<file path="config.mk">
export PLATFORM = sky130hd
export DESIGN_NAME = huff_decoder
export DESIGN_NICKNAME = d
export VERILOG_FILES = /design/src/rtl/huff_decoder.sv
export SDC_FILE = /design/constraint.sdc
export NUM_CORES = 1
export LEC_CHECK = 0
export CORE_UTILIZATION = 30
export CTS_BUF_LIST = sky130_fd_sc_hd__clkbuf_8 sky130_fd_sc_hd__clkbuf_16
export DETAILED_ROUTE_END_ITERATION = 7
export DONT_BUFFER_PORTS = 1
export GPL_TIMING_DRIVEN = 0
export PLACE_DENSITY = 0.46
export SLEW_MARGIN = 20
export SYNTH_ARGS = -nofsm -noshare
export SYNTH_HDL_FRONTEND = slang
export SYNTH_SLANG_ARGS = --single-unit
</file>
<file path="constraint.sdc">
create_clock -name clk -period 3.6 [get_ports clk]
set_input_delay 0.72 -clock clk [delete_from_list [all_inputs] [get_ports clk]]
set_output_delay 0.72 -clock clk [all_outputs]
set_load 0.02 [all_outputs]
</file>
<file path="src/rtl/huff_decoder.sv">
// Serial Huffman decoder: loads a {char, mask/value} table over the 12-bit pin bus,
// then turns one code bit per cycle back into 8-bit characters.
module huff_decoder #(
    parameter int MAX_CHAR_COUNT = 3,
    parameter int BIT_WIDTH      = 2
) (
    input  logic        clk,
    input  logic        reset,
    input  logic [11:0] io_in,
    output logic [11:0] io_out
);

    localparam int NWORDS = 2 * MAX_CHAR_COUNT;
    localparam int CW     = (NWORDS > 1) ? $clog2(NWORDS) : 1;
    localparam int LW     = $clog2(BIT_WIDTH + 1);

    typedef enum logic {
        LOAD,
        DECODE
    } state_t;

    state_t state_q, state_d;

    logic [CW-1:0]        wordCnt_q, wordCnt_d;
    logic [BIT_WIDTH-1:0] accBits_q, accBits_d;
    logic [LW-1:0]        accLen_q, accLen_d;

    logic [7:0]           charTab_q [MAX_CHAR_COUNT];
    logic [7:0]           charTab_d [MAX_CHAR_COUNT];
    logic [BIT_WIDTH-1:0] mask_q    [MAX_CHAR_COUNT];
    logic [BIT_WIDTH-1:0] mask_d    [MAX_CHAR_COUNT];
    logic [BIT_WIDTH-1:0] value_q   [MAX_CHAR_COUNT];
    logic [BIT_WIDTH-1:0] value_d   [MAX_CHAR_COUNT];

    logic       tableReady_q, tableReady_d;
    logic       err_q, err_d;
    logic       charValid_q, charValid_d;
    logic [7:0] char_q, char_d;

    logic       inValid;
    logic [1:0] cmd;
    logic [7:0] payload;
    logic       bitIn;
    logic       unusedBits;

    assign inValid    = io_in[11];
    assign cmd        = io_in[10:9];
    assign payload    = io_in[7:0];
    assign bitIn      = io_in[0];
    assign unusedBits = io_in[8];

    logic [BIT_WIDTH-1:0] nb;
    logic [LW-1:0]        nl;
    logic [BIT_WIDTH-1:0] thermo;
    logic                 hit;
    logic [7:0]           hitChar;

    // Candidate code after this bit; an entry matches only when its mask is exactly
    // the thermometer of the new length, so disabled masks can never match.
    always_comb begin
        nb = (accBits_q << 1) | BIT_WIDTH'(bitIn);
        nl = accLen_q + LW'(1);
        thermo = '0;
        for (int i = 0; i < BIT_WIDTH; i++) begin
            thermo[i] = (LW'(i) < nl);
        end
        hit     = 1'b0;
        hitChar = 8'h00;
        for (int k = MAX_CHAR_COUNT - 1; k >= 0; k--) begin
            if ((mask_q[k] == thermo) && ((value_q[k] & mask_q[k]) == (nb & mask_q[k]))) begin
                hit     = 1'b1;
                hitChar = charTab_q[k];
            end
        end
    end

    always_comb begin
        state_d      = state_q;
        wordCnt_d    = wordCnt_q;
        accBits_d    = accBits_q;
        accLen_d     = accLen_q;
        charTab_d    = charTab_q;
        mask_d       = mask_q;
        value_d      = value_q;
        tableReady_d = tableReady_q;
        err_d        = 1'b0;
        charValid_d  = 1'b0;
        char_d       = char_q;

        if (inValid) begin
            if (cmd == 2'b10) begin
                state_d      = LOAD;
                wordCnt_d    = '0;
                accBits_d    = '0;
                accLen_d     = '0;
                tableReady_d = 1'b0;
                for (int k = 0; k < MAX_CHAR_COUNT; k++) begin
                    mask_d[k] = '0;
                end
            end else if ((state_q == LOAD) && (cmd == 2'b00)) begin
                for (int k = 0; k < MAX_CHAR_COUNT; k++) begin
                    if (wordCnt_q == CW'(2 * k)) begin
                        charTab_d[k] = payload;
                    end
                    if (wordCnt_q == CW'(2 * k + 1)) begin
                        mask_d[k]  = payload[2*BIT_WIDTH-1:BIT_WIDTH];
                        value_d[k] = payload[BIT_WIDTH-1:0];
                    end
                end
                if (wordCnt_q == CW'(NWORDS - 1)) begin
                    state_d      = DECODE;
                    tableReady_d = 1'b1;
                    wordCnt_d    = '0;
                end else begin
                    wordCnt_d = wordCnt_q + CW'(1);
                end
            end else if ((state_q == DECODE) && (cmd == 2'b01)) begin
                if (hit) begin
                    char_d      = hitChar;
                    charValid_d = 1'b1;
                    accBits_d   = '0;
                    accLen_d    = '0;
                end else if (nl == LW'(BIT_WIDTH)) begin
                    err_d     = 1'b1;
                    accBits_d = '0;
                    accLen_d  = '0;
                end else begin
                    accBits_d = nb;
                    accLen_d  = nl;
                end
            end
        end
    end

    always_ff @(posedge clk) begin
        if (reset) begin
            state_q      <= LOAD;
            wordCnt_q    <= '0;
            accBits_q    <= '0;
            accLen_q     <= '0;
            tableReady_q <= 1'b0;
            err_q        <= 1'b0;
            charValid_q  <= 1'b0;
            char_q       <= 8'h00;
            for (int k = 0; k < MAX_CHAR_COUNT; k++) begin
                charTab_q[k] <= 8'h00;
                mask_q[k]    <= '0;
                value_q[k]   <= '0;
            end
        end else begin
            state_q      <= state_d;
            wordCnt_q    <= wordCnt_d;
            accBits_q    <= accBits_d;
            accLen_q     <= accLen_d;
            tableReady_q <= tableReady_d;
            err_q        <= err_d;
            charValid_q  <= charValid_d;
            char_q       <= char_d;
            charTab_q    <= charTab_d;
            mask_q       <= mask_d;
            value_q      <= value_d;
        end
    end

    assign io_out = {1'b0, tableReady_q, err_q, charValid_q, char_q};

endmodule

</file>
==> impl_results.md <==
* Main synth FF type: dfxtp_1
* Leak at 0.911 nW
* Critical-path cell list: inv_1 -> ha_1 -> nand2b_1 -> o21ai_1 -> and2_1 -> buf_1 -> a221oi_1 -> o31ai_1
* Design area at 2660 µm²
* DRT Pass-1 Iters at 4
* Hold Buf Count CTS at 0
* Post-DP Area at 2570 µm²
* Routed wire length at 5.81 mm
* IO Port Bufs at 0
* Avg Cell Area, Syn at 8.88 µm²
* Number of max-cap violations at 0
* Antenna cell count at 0
* Seq/Total Area, Yosys at 43.4%
* Tmin final at 2400 ps
* Async SR Flop Fraction at 0%
* Kind of critical path: register to register
* Worst slew pin tran at 715 ps
* H-tree level count at 2
* Vias at 1863
* TritonCTS Buffers at 5
* Critical Path Start Type: register
* Drc violations at 0
* Fin Setup TNS at 0 ps
* Count of flip-flops with a built-in enable after synthesis at 0
* Final #Nets at 300
* Clk slew on worst S/H paths at 100 ps
* GPL Wtd Cong at 0.741
* Max IR drop VDD at 0.176 mV
* F_max at 0.417 GHz
* TritonCTS clock tree: done
* Largest cells by area after synthesis: dfxtp_1 43%, mux2i_1 9.8%, nor2_1 5.7%
* Initial core utilization at 31.3%
* Netlist cell types at 36
* Power per cell area at 366 nW/µm²
* Drt first-iter violations at 108
* Net Count, Synth at 293
* Area grow syn2layout at 8.76%
* FF+latch count, synth at 53
* Fin crit share at 66.6%
* DIE AREA at 8510 µm²
* Vias per cell at 4.84
* Global route overflow at 0
* Final setup viols at 0
* Crit. End Element: register
* Syn Inst Count at 275
* DIE HEIGHT at 92.2 µm
* Status: completed
* WP data required at 3820 ps
* Hold crit path type: register to register
* Most numerous cell in the Yosys netlist: dfxtp_1
* Largest net degree at the start of global routing at 17
* Number of global-route vias before repair at 1799
* First-pass GRT wire length at 9.60 mm
* Detail Placement HPWL at 4.12 mm
* CP arrival at 2610 ps
* Post-CTS Resized at 0
* Int Power at 739 µW
* Mapped Area at 2440 µm²
* Post-synth top area share at 43.4%
* Slew Viols, Final at 0
* Final Skew at 5.57 ps
* WL per Instance at 15.1 µm
* Post-synth top cells: 53 x dfxtp_1, 37 x nor2_1, 24 x mux2i_1
* Max transition margin at 52.3%
* Site Rows at 32
* GRT Overall Usage at 14.9%
* Yosys warns at 0
* Number of setup buffers added after CTS at 0
* Net Sw Power at 233 µW
* Slowest cell on the critical path: dfxtp_1
* Critical Path Max Stage Delay at 420 ps
* RSZ-0062 raised after global routing: false
* Chip width at 92.2 µm
* Max clock buf depth at 2
* Ports at 26
* Clock network latency to the later pin of the worst-skew pair at 310 ps
* Crit Path Max Fanout at 8
* Clock power share at 35.3%
* Initial antenna violation count at 0
* Count of final hold-check violations at 0
* CTS Sinks at 53
* Share of cells above drive strength 1 at 7.07%
* Sw Ratio at 24.0%
* Core ar. at 7810 µm²
* Comb pwr share at 3.8%
* Post-synth top area cell: dfxtp_1
* Post-DRT Antenna Nets at 0
* Reg power frac at 61.0%
* Root Driver: clkbuf_8
## state kept, by name, summed over array words and instances, names as in the netlist
name,cells
err_q,1
tableReady_q,1
char_q,8
accBits_q,1
value_q,6
accLen_q,2
charTab_q,24
charValid_q,1
wordCnt_q,3
mask_q,6
## layout make-up
type | count | area [µm²]
buffer | 16 | 83.8
clock buffer | 5 | 68.8
clock inverter | 3 | 17.5
fill | 867 | 5150
inverter | 7 | 26.3
multi-input combinational | 199 | 1270
sequential | 53 | 1060
tap | 102 | 128
## worst paths after layout
check                           start                       to  slack (ps)  cells after the start
min reg2reg   value_q[4]$_SDFFE_PP0P_  value_q[4]$_SDFFE_PP0P_         470                      2
max          accLen_q[0]$_SDFFE_PP0P_   char_q[5]$_SDFFE_PP0P_        1200                      8
max reg2reg  accLen_q[0]$_SDFFE_PP0P_   char_q[5]$_SDFFE_PP0P_        1200                      8
min           value_q[4]$_SDFFE_PP0P_  value_q[4]$_SDFFE_PP0P_         470                      2
## cells by family (layout without fill, tap and decap cells)
family                   count (synthesis)  in the layout  synth area share, %
multiplexers                            24             24                 9.84
AND/OR/NAND/NOR                        109            109                 23.3
other                                    1              1                0.154
AO/OA/AOI/OAI                           55             55                 14.6
XOR/XNOR                                 6              6                 2.15
adder cells (fa/ha/maj)                  4              4                 2.05
flip-flops                              53             53                 43.4
buffers and inverters                   23             31                 4.51
## power groups by stage
| stage | sequential [mW] | combinational, mW | clock [mW] |
|---|---|---|---|
| after floorplan | 0.605 | 0.0278 | 0 |
| after global placement | 0.606 | 0.0373 | 0 |
| after detailed placement | 0.606 | 0.0374 | 0 |
| after CTS | 0.593 | 0.0373 | 0.360 |
| after global routing | 0.594 | 0.0409 | 0.378 |
| final | 0.593 | 0.0366 | 0.343 |
## worst max-delay path: cells and delay by family (launching register included)
family / cells / cell delay (ps)
buf+inv: 2 / 400
compound gates: 3 / 750
fa+ha+maj: 1 / 380
simple gates: 2 / 360
flops: 1 / 420
## through the flow
step | hold slack [ps] | worst slack (ps) | power [mW] | cells | utilization, %
after global routing | 488 | 976 | 1.01 | 385 | 34.0
after CTS | 476 | 1210 | 0.990 | 385 | 34.0
after global placement | 457 | 1080 | 0.644 | 377 | 32.9
final | 472 | 1200 | 0.972 | 385 | 34.0
after floorplan | 448 | 1530 | 0.633 | 275 | -
after detailed placement | 462 | 1100 | 0.644 | 377 | 32.9
## layout by cell type, fill, tap and decap left out
master,instances
a21bo_2,1
a21o_1,1
a21oi_1,17
a221oi_1,9
a221oi_2,1
a222oi_1,1
a22oi_1,1
and2_1,3
and3_1,1
buf_1,2
buf_2,1
buf_4,6
clkbuf_1,7
clkbuf_8,5
clkinv_2,1
conb_1,1
dfxtp_1,53
ha_1,4
inv_1,8
inv_6,1
mux2i_1,24
nand2_1,21
nand2b_1,12
nand2b_4,1
nand3_1,13
nand4b_1,3
nor2_1,37
nor2_4,1
nor2b_1,12
nor3_1,1
nor3_4,1
nor3b_1,1
nor4b_4,1
o21ai_0,13
o21ai_1,2
o31ai_1,9
or3_1,1
xnor2_1,2
xor2_1,4
## metal layers
layer / vias to the layer above / routed length, µm / GRT usage, %
li1: 959 / - / -
met1: 867 / 3090 / 21.4
met2: 32 / 2400 / 22.0
met3: 5 / 238 / 3.40
met4: 0 / 74 / 4.30
met5: - / 0 / 0
(Power assumes the default switching activity.)
